### src/rtl/alu_seq.sv
// Sequencing ALU feeding the accumulator: single-cycle ADD/SUB/logic/pass,
// iterative shift-add MUL and restoring DIV over N cycles.
module alu_seq #(
  parameter int N = 12
) (
  input  logic         clk,
  input  logic         rst,
  input  logic         start,
  input  logic [2:0]   op,
  input  logic [N-1:0] a,
  input  logic [N-1:0] b,
  output logic [N-1:0] alu_out,
  output logic         alu_to_ac,
  output logic         busy,
  output logic         z_flag,
  output logic         c_flag,
  output logic         err
);

  localparam int CW = $clog2(N);

  typedef enum logic [1:0] {IDLE, ITER, DONE} state_t;

  state_t           state_q;
  logic             is_div_q;
  logic [N-1:0]     a_q;
  logic [N-1:0]     b_q;
  logic [N-1:0]     quo_q;
  logic [N-1:0]     rem_q;
  logic [2*N-1:0]   prod_q;
  logic [CW-1:0]    cnt_q;

  logic [N:0]       sum_w;
  logic [N:0]       diff_w;
  logic [N-1:0]     fast_res;
  logic             fast_c;
  logic [N:0]       rem_sh;
  logic [N-1:0]     rem_sub;
  logic [2*N-1:0]   partial;
  logic [N-1:0]     done_res;

  always_comb begin
    sum_w    = {1'b0, a} + {1'b0, b};
    diff_w   = {1'b0, a} - {1'b0, b};
    fast_res = '0;
    fast_c   = 1'b0;
    case (op)
      3'd0: begin fast_res = sum_w[N-1:0];  fast_c = sum_w[N];  end
      3'd1: begin fast_res = diff_w[N-1:0]; fast_c = diff_w[N]; end
      3'd4: fast_res = b;
      3'd5: fast_res = a & b;
      3'd6: fast_res = a | b;
      3'd7: fast_res = a ^ b;
      default: ;
    endcase
  end

  // Restoring step: the remainder stays below b, so the subtraction fits N bits.
  always_comb begin
    rem_sh   = {rem_q, a_q[N-1]};
    rem_sub  = rem_sh[N-1:0] - b_q;
    partial  = b_q[cnt_q] ? ({{N{1'b0}}, a_q} << cnt_q) : '0;
    done_res = is_div_q ? quo_q : prod_q[N-1:0];
  end

  always_ff @(posedge clk) begin
    if (rst) begin
      state_q   <= IDLE;
      is_div_q  <= 1'b0;
      a_q       <= '0;
      b_q       <= '0;
      quo_q     <= '0;
      rem_q     <= '0;
      prod_q    <= '0;
      cnt_q     <= '0;
      alu_out   <= '0;
      alu_to_ac <= 1'b0;
      busy      <= 1'b0;
      z_flag    <= 1'b0;
      c_flag    <= 1'b0;
      err       <= 1'b0;
    end else begin
      alu_to_ac <= 1'b0;
      case (state_q)
        IDLE: begin
          if (start) begin
            if (op == 3'd2 || op == 3'd3) begin
              is_div_q <= (op == 3'd3);
              a_q      <= a;
              b_q      <= b;
              quo_q    <= '0;
              rem_q    <= '0;
              prod_q   <= '0;
              cnt_q    <= '0;
              busy     <= 1'b1;
              state_q  <= ITER;
            end else begin
              alu_out   <= fast_res;
              z_flag    <= (fast_res == '0);
              c_flag    <= fast_c;
              err       <= 1'b0;
              alu_to_ac <= 1'b1;
            end
          end
        end
        ITER: begin
          if (is_div_q) begin
            a_q <= a_q << 1;
            if (rem_sh >= {1'b0, b_q}) begin
              rem_q <= rem_sub;
              quo_q <= {quo_q[N-2:0], 1'b1};
            end else begin
              rem_q <= rem_sh[N-1:0];
              quo_q <= {quo_q[N-2:0], 1'b0};
            end
          end else begin
            prod_q <= prod_q + partial;
          end
          cnt_q <= cnt_q + CW'(1);
          if (cnt_q == CW'(N-1)) state_q <= DONE;
        end
        DONE: begin
          alu_out   <= done_res;
          z_flag    <= (done_res == '0);
          c_flag    <= is_div_q ? 1'b0 : |prod_q[2*N-1:N];
          err       <= is_div_q && (b_q == '0);
          alu_to_ac <= 1'b1;
          busy      <= 1'b0;
          state_q   <= IDLE;
        end
        default: state_q <= IDLE;
      endcase
    end
  end

endmodule

### config.mk
export PLATFORM = sky130hd
export DESIGN_NAME = alu_seq
export DESIGN_NICKNAME = d
export VERILOG_FILES = /design/src/rtl/alu_seq.sv
export SDC_FILE = /design/constraint.sdc
export NUM_CORES = 1
export LEC_CHECK = 0
export ABC_AREA = 1
export CORE_MARGIN = 2
export CORE_UTILIZATION = 54
export DETAILED_ROUTE_END_ITERATION = 7
export PLACE_DENSITY_LB_ADDON = 0.12
export SKIP_LAST_GASP = 1
export SLEW_MARGIN = 20
export SYNTH_ARGS = -nofsm -noshare
export SYNTH_HDL_FRONTEND = slang
export SYNTH_SLANG_ARGS = --single-unit
### constraint.sdc
create_clock -name clk -period 7.3 [get_ports clk]
set_input_delay 0.73 -clock clk [delete_from_list [all_inputs] [get_ports clk]]
set_output_delay 0.73 -clock clk [all_outputs]
set_load 0.1 [all_outputs]
==> results by group <==
Run status
  • Status: complete, no violations

Cells and area
  • # fillers: 1595
  • Final Non-Filler Cells: 1613
  • Layout cell share with drive strength beyond 1: 7.80%
  • Net count, final: 1504
  • Antenna cells: 0
  • Utilization after layout: 59.8%
  • Layout area overhead: 8.68%

Power and ir drop
  • Total power: 0.00144 W
  • Leakage power: 4.17 nW
  • PD cells: 153 nW/um^2
  • Worst vdd ir: 0.138 mV

GRT
  • Initial antenna violation count: 0
  • Remaining global-route overflow: 0
  • Global-route wire length before repair: 42800 um
  • Global Route Usage Sum: 32.1%
  • Largest net degree at the start of global routing: 70
  • Number of global-route vias before repair: 8210

Setup path
  • WP data required: 7.57 ns
  • CP endpoint kind: register
  • WS Path Type: reg2reg
  • CP Max Fanout: 28
  • Crit start category: register
  • CP arrival: 4.49 ns
  • Reg2reg path depth: 19

Detailed routing
  • Initial DRC Count: 883
  • Detailed-route via count: 9272
  • First-pass iteration count of the detailed router: 5
  • Post-route DRC violation count: 0
  • WL/cell: 16.7 um
  • WL final: 26900 um
  • Routed Antenna Nets: 0
  • Vias per std cell: 5.75

CTS
  • Post-cts sizing count: 0
  • H-tree depth: 3
  • Clock sink count: 96
  • CTS Root Cell: clkbuf_16
  • CTS Buffer Depth: 2
  • Hold Buf Count CTS: 0
  • Clock transition at the registers of the reported paths: 0.07 ns
  • CTS tree: built
  • CTS Buf Count: 9
  • Clk_lat worst skew: 0.36 ns
  • Postcts setup bufs: 0

Timing
  • Post-layout min period: 4.22 ns
  • Setup violators final: 0
  • Max_slew headroom: 30.5%
  • Crit share post-route: 57.8%
  • Worst-margin pin slew: 1.04 ns
  • Clock skew: 0.00908 ns
  • Setup TNS: 0 ns
  • Final Hold Fails: 0
  • Min Hold Slack: 0.468 ns
  • Maximum clock rate: 0.237 GHz
  • Fin. max-slew vios: 0
  • Unrepaired setup endpoints after global routing: false

Placed design
  • Dpl cells: 1598
  • Port-buffer cells: 46
  • DP HPWL: 20900 um
  • Routability cong.: 1.01

Floorplan
  • Top Ports: 47
  • DIE WIDTH: 131 um
  • Die ar.: 17100 sq um
  • Initial Utilization: 55.0%
  • Placeable Area: 15800 sq um
  • Num rows: 46
  • Die Y-Extent: 131 um

Synthesis
  • Number of synthesized flops with an enable pin: 0
  • Mapped Nets: 1498
  • Synth async-reset ratio: 0%
  • Seq/Total Area, Yosys: 22.2%
  • Mean area per synthesized cell: 6.25 sq um
  • Top-area cell type share of the netlist area: 22.2%
  • Top post-synthesis cells by area: dfxtp_1, nand2_1, ha_1
  • Yosys top cell by area: dfxtp_1
  • Ys Warns: 0
  • Synth Instances: 1388
  • Seq cells post-synth: 96
  • Cell with the most instances after synthesis: nand2_1
  • Post-synth cell types: 51
  • Top cells by count, synth: nand2_1, inv_1, a21oi_1
  • Post-Syn Area: 8670 sq um
  • Primary FF master, synth: dfxtp_1

Run
  • Maxcap violations: 0

Hold path
  • Worst hold path class: reg2reg
  • Hold path depth: 2
-- through the flow --
step	area, sq um	setup slack [ns]
after floorplan	8670	4.29
after CTS	9420	3.29
after detailed placement	9120	3.32
after global routing	9430	2.74
after global placement	9120	3.43
final	9430	3.08
-- layer usage --
metal / GRT usage, % / vias up / part of all wire, %
met5: 0 / - / 0
met4: 9.64 / 0 / 2.5
met3: 7.78 / 52 / 9.1
met2: 49.0 / 363 / 43
met1: 45.0 / 4232 / 45
li1: - / 4625 / -
-- state kept, by name, indices dropped and copies added (netlist names) --
name,count
cnt_q,4
prod_q,24
busy,1
quo_q,12
rem_q,12
err,1
a_q,12
z_flag,1
state_q,2
b_q,12
c_flag,1
alu_out,12
is_div_q,1
alu_to_ac,1
-- power by group --
part,switching [W],internal [W],total [W]
sequential,0.0000143,0.000537,0.000551
combinational,0.000277,0.000121,0.000398
clock,0.000220,0.000273,0.000494
-- final cells by class --
cell class | instances | area, sq um | area share [%]
Clock inverter | 4 | 55.1 | 0.584
Timing Repair Buffer | 49 | 482 | 5.11
Clock buffer | 10 | 239 | 2.53
Sequential cell | 96 | 1920 | 20.4
Multi-Input combinational cell | 1077 | 5850 | 62.1
Inverter | 161 | 606 | 6.42
Tap cell | 216 | 270 | 2.87
-- worst max-delay path, stage by stage (launching register included) --
cell	delay, ns
dfxtp_1	0.87
inv_2	0.25
a21oi_1	0.21
o21ai_0	0.10
nand2_1	0.07
nand2_1	0.05
nand2_1	0.11
nand2_1	0.30
nor2_1	0.23
ha_1	0.24
fa_1	0.23
nand2_1	0.06
nand2_1	0.06
o21ai_0	0.11
o21a_1	0.21
o21ai_0	0.48
nand2_1	0.18
nand3b_1	0.13
nand3_1	0.08
a21oi_1	0.17
-- cell families after synthesis --
group / Yosys count / synth area share (%)
AND/OR/NAND/NOR: 688 / 35.1
multiplexers: 3 / 0.346
adder cells (fa/ha/maj): 80 / 11.9
buffers and inverters: 215 / 10.4
AO/OA/AOI/OAI: 296 / 19.2
flip-flops: 96 / 22.2
XOR/XNOR: 10 / 1.01
-- worst paths after layout --
kind / startpoint / slack, ns / endpoint
hold / removal: err$_SDFFE_PP0P_ / 0.47 / err$_SDFFE_PP0P_
setup / recovery: cnt_q[0]$_SDFFE_PP0P_ / 3.08 / prod_q[18]$_SDFFE_PP0P_
setup reg to reg: cnt_q[0]$_SDFFE_PP0P_ / 3.08 / prod_q[18]$_SDFFE_PP0P_
hold reg to reg: err$_SDFFE_PP0P_ / 0.47 / err$_SDFFE_PP0P_
-- cells in the final DEF (no fill, tap or decap), types with 33 or more instances in the layout --
master / count
o22ai_1: 33
nand3_1: 100
nor2_1: 92
inv_1: 136
ha_1: 76
dfxtp_1: 96
o21ai_0: 79
a21oi_1: 102
nand2_1: 381
clkdlybuf4s50_1: 45
No activity file was read; power rests on OpenSTA's default activity.
==> RTL edit 1 (config.mk and constraints unchanged) <==
Encoding of `state_t`: now one-hot (3 bits for 3 states).
--- a/src/rtl/alu_seq.sv
+++ b/src/rtl/alu_seq.sv
@@ -21,3 +21,3 @@
 
-  typedef enum logic [1:0] {IDLE, ITER, DONE} state_t;
+  typedef enum logic [2:0] {IDLE = 3'b001, ITER = 3'b010, DONE = 3'b100} state_t;
 
Check against the original RTL: no difference found for any inputs over 4 cycles, from zero or initial values and one cycle with rst high; so few cycles prove little.
==> RTL edit 1 against the unedited design <==
Via count about the same; final cell count increased by 2.1%; wire length decreased by 3.0%; setup slack improved by 0.0023 ns; power increased by 15%; synthesized area increased by 2.9%; synthesized cell count increased by 2.2%; highest routed layer unchanged; critical endpoint is now prod_q[12]$_SDFFE_PP0P_; sequential cell count increased by 1; cell area increased by 2.3%.
==> RTL edit 1: results (changes against the unedited design) <==
[synthesis] sequential fraction of the synthesis area 21.8% [was 22.2%]
[grt] GR Util All Layers 29.9% [was 32.1%]
[pwr] Seq group 594 uW [was 551 uW]
[critical_path] Critical Path Max Stage Delay 0.81 ns [was 0.87 ns]
[pwr] switching portion of total power 41.0% [was 35.4%]
[grt] largest net degree at the start of global routing 64 [was 70]
[synthesis] top post-synthesis cells by count sky130_fd_sc_hd__nand2_1, sky130_fd_sc_hd__inv_1, sky130_fd_sc_hd__a21oi_1, sky130_fd_sc_hd__o21ai_0, sky130_fd_sc_hd__nand3_1 [was sky130_fd_sc_hd__nand2_1, sky130_fd_sc_hd__inv_1, sky130_fd_sc_hd__a21oi_1, sky130_fd_sc_hd__nand3_1, sky130_fd_sc_hd__dfxtp_1]
[synthesis] number of distinct standard cells referenced by the synthesized netlist 56 [was 51]
[routing] Starting DRT DRC Count 677 [was 883]
[synthesis] Avg Cell Area, Syn 6.29 um2 [was 6.25 um2]
[grt] number of global-route vias before repair 8,581 [was 8,210]
[routing] number of vias after detailed routing 9,271 [was 9,272]
[pwr] Pleak 0.00436 uW [was 0.00417 uW]
[critical_path] Critical Path Fanout Max 26 [was 28]
[pwr] internal power 979 uW [was 932 uW]
[critical_path] Data arrival, critical path 4.43 ns [was 4.49 ns]
[grt] wire length of the first global-routing pass 43.0 mm [was 42.8 mm]
[status] outcome finished clean [unchanged]
[place] final weighted congestion in routability-driven placement 0.995 [was 1.01]
[pwr] worst ir drop on vdd 0.131 mV [was 0.138 mV]
[timing] transition time at the pin with the least slew margin 1.01 ns [was 1.04 ns]
[final_layout] fraction of layout instances using a drive strength above 1 4.70% [was 7.80%]
[routing] vias per std cell 5.63 [was 5.75]
[critical_path] largest delay contributor family on the critical path simple AND/OR/NAND/NOR gates [was compound AO/OA/AOI/OAI gates]
[synthesis] Synth Net Count 1,529 [was 1,498]
[final_layout] count of filler cells inserted in the layout 1,699 [was 1,595]
[routing] wirelength, routed 26.1 mm [was 26.9 mm]
[place] total half-perimeter wirelength after legalization and detailed placement 20.1 mm [was 20.9 mm]
RTL edit 1: cell families after synthesis:
kind of cell,synth area share (%)
AND/OR/NAND/NOR,32.7
AO/OA/AOI/OAI,21.7
buffers and inverters,10.5
flip-flops,21.8
adder cells (fa/ha/maj),11.5
XOR/XNOR,1.08
multiplexers,0.785
RTL edit 1: through the flow:
step / cell area [um2] / setup WS, ns
2_1_floorplan: 8930 / 4.13
3_3_place_gp: 9340 / 3.27
3_5_place_dp: 9340 / 3.15
4_1_cts: 9650 / 3.16
5_1_grt: 9650 / 2.60
6_report: 9650 / 3.09
RTL edit 1: metal layers:
| metal | track usage, % | routed length (um) |
|---|---|---|
| met3 | 4.83 | 1440 |
| met2 | 48.9 | 11700 |
| met4 | 8.48 | 680 |
| met1 | 40.7 | 12200 |
| met5 | 0 | 0 |
RTL edit 1: layout make-up:
cell class	instances	area (um2)	share of cell area, %
Multi-Input combinational cell	1107	6050	62.7
Clock buffer	9	225	2.33
Tap cell	220	275	2.85
Sequential cell	97	1940	20.1
Inverter	159	602	6.24
Clock inverter	7	83.8	0.869
Timing Repair Buffer	48	470	4.88
RTL edit 1: worst paths after layout:
kind,from,endpoint,slack [ns],depth (start not counted)
setup / recovery,cnt_q[0]$_SDFFE_PP0P_,prod_q[12]$_SDFFE_PP0P_,3.09,20
hold / removal,alu_out[11]$_SDFFE_PP0P_,alu_out[11]$_SDFFE_PP0P_,0.47,2
setup reg to reg,cnt_q[0]$_SDFFE_PP0P_,prod_q[12]$_SDFFE_PP0P_,3.09,20
hold reg to reg,alu_out[11]$_SDFFE_PP0P_,alu_out[11]$_SDFFE_PP0P_,0.47,2
==> RTL edit 2 (same settings) <==
Without the edit above. Set the parameter `N` to 6 (it was 12).
--- a/src/rtl/alu_seq.sv
+++ b/src/rtl/alu_seq.sv
@@ -3,3 +3,3 @@
 module alu_seq #(
-  parameter int N = 12
+  parameter int N = 6
 ) (
Ports: changed (resized a, alu_out and b); port bits go from 47 to 29. No check against the original RTL was run, so the function may have changed too.
==> RTL edit 2 against the unedited design <==
Core utilization rose by 2.4 points; sequential cell count fell by 43; wire length fell by 58%; hold slack improved by 0.0050 ns; power fell by 53%; synthesized area fell by 52%; critical path depth fell by 3; largest cell class unchanged; cell area fell by 52%; global-route usage fell by 4.9 points; setup slack improved by 1.1 ns.
==> RTL edit 2: results (changes against the unedited design) <==
[place] instance area after placement 4460 um2 [was 9120 um2]
[synthesis] share of synthesized area spent on multiplexers 0.242% [was 0.346%]
[timing] Fin Clk Skew 0.0146 ns [was 0.00908 ns]
[critical_path] reg-to-reg slack, setup 4.15 ns [was 3.08 ns]
[grt] global routing usage on met1 34.6% [was 45.0%]
[routing] average wire per cell in the routed design 14.7 um [was 16.7 um]
[place] final weighted congestion in routability-driven placement 0.925 [was 1.01]
[final_layout] count of filler cells inserted in the layout 721 [was 1,595]
[synthesis] Synth Area in Compound Gates 16.6% [was 19.2%]
[pwr] worst ir drop on vdd 0.117 mV [was 0.138 mV]
[critical_path] Critical Path Max Stage Delay 0.62 ns [was 0.87 ns]
[routing] wire length on met1 5.15 mm [was 12.2 mm]
[final_layout] Final Instance Count excl. Fillers 765 [was 1,613]
[final_layout] number of nets in the layout 724 [was 1,504]
[critical_path] Data arrival, critical path 3.38 ns [was 4.49 ns]
[synthesis] ranking of synthesized cells by area sky130_fd_sc_hd__dfxtp_1, sky130_fd_sc_hd__nand2_1, sky130_fd_sc_hd__ha_1 [unchanged]
[place] Cells after DPL 757 [was 1,598]
[synthesis] post-synthesis share of cell area spent on xor and xnor gates 0.635% [was 1.01%]
[synthesis] number of distinct standard cells referenced by the synthesized netlist 37 [was 51]
[critical_path] length in cells of the worst reg-to-reg path 16 [was 19]
[clocking] clock slew seen by the registers of the worst setup and hold paths 0.11 ns [was 0.07 ns]
[place] total half-perimeter wirelength after legalization and detailed placement 8.86 mm [was 20.9 mm]
[timing] transition time at the pin with the least slew margin 0.988 ns [was 1.04 ns]
[clocking] insertion delay to the later sink of the worst-skew pair 0.32 ns [was 0.36 ns]
[routing] vias per std cell 5.55 [was 5.75]
[grt] GR Util All Layers 27.2% [was 32.1%]
[routing] Starting DRT DRC Count 257 [was 883]
[final_layout] final core occ 62.2% [was 59.8%]
[timing] final hold slack 0.473 ns [was 0.468 ns]
[grt] wire length of the first global-routing pass 18.6 mm [was 42.8 mm]
[clocking] number of buffers added by the clock tree synthesis step 5 [was 9]
[status] outcome finished clean [unchanged]
[timing] minimum clock period 3.15 ns [was 4.22 ns]
[grt] global-route met2 utilization 45.5% [was 49.0%]
[synthesis] Avg Cell Area, Syn 6.41 um2 [was 6.25 um2]
[synthesis] sequential fraction of the synthesis area 25.7% [was 22.2%]
[critical_path] largest delay contributor family on the critical path simple AND/OR/NAND/NOR gates [was compound AO/OA/AOI/OAI gates]
[routing] met2 wirelength from detailed routing 5.08 mm [was 11.5 mm]
[place] DP Worst Slack 4.21 ns [was 3.32 ns]
[grt] GR Layer Usage met3 5.56% [was 7.78%]
[clocking] cell at the root of the clock tree sky130_fd_sc_hd__clkbuf_8 [was sky130_fd_sc_hd__clkbuf_16]
[critical_path] Critical Path Fanout Max 15 [was 28]
[synthesis] Synth Net Count 704 [was 1,498]
[grt] largest net degree at the start of global routing 21 [was 70]
[grt] number of global-route vias before repair 4,029 [was 8,210]
[RTL edit 2: changes by cell type after synthesis, sizes merged, moves of 22 or more]
cell / change
a21oi: -80
buf: -22
dfxtp: -43
ha: -39
inv: -72
nand2: -220
nand3: -56
nor2: -55
o21ai: -48
o22ai: -23
[RTL edit 2: area by class of cell]
| class | count | share of cell area, % |
|---|---|---|
| Multi-Input combinational cell | 489 | 58.4 |
| Tap cell | 99 | 2.72 |
| Clock inverter | 2 | 0.384 |
| Sequential cell | 53 | 23.3 |
| Inverter | 88 | 7.24 |
| Clock buffer | 6 | 1.81 |
| Timing Repair Buffer | 28 | 6.15 |
[RTL edit 2: worst max-delay path by stage]
stage,from,endpoint,cells past startpoint
detailed placement,cnt_q[0]$_SDFFE_PP0P_,prod_q[9]$_SDFFE_PP0P_,16
floorplan,cnt_q[0]$_SDFFE_PP0P_,prod_q[9]$_SDFFE_PP0P_,16
global placement,cnt_q[0]$_SDFFE_PP0P_,prod_q[9]$_SDFFE_PP0P_,16
finish,cnt_q[0]$_SDFFE_PP0P_,prod_q[9]$_SDFFE_PP0P_,16
global route,cnt_q[0]$_SDFFE_PP0P_,prod_q[9]$_SDFFE_PP0P_,16
CTS,cnt_q[0]$_SDFFE_PP0P_,prod_q[9]$_SDFFE_PP0P_,16
[RTL edit 2: logic make-up (layout without fill, tap and decap cells)]
kind of cell | Yosys count | count (layout)
AOI/OAI and AO/OA | 123 | 123
xor gates and xnor gates | 3 | 3
adders and majority gates | 41 | 41
buffers and inverters | 103 | 124
DFF | 53 | 53
muxes | 1 | 1
and+or+nand+nor | 321 | 321
[RTL edit 2: where the power goes]
group | switching (uW) | internal (uW)
Sequential | 10.6 | 300
Combinational | 125 | 56.6
Clock | 108 | 79.1
Total | 243 | 436
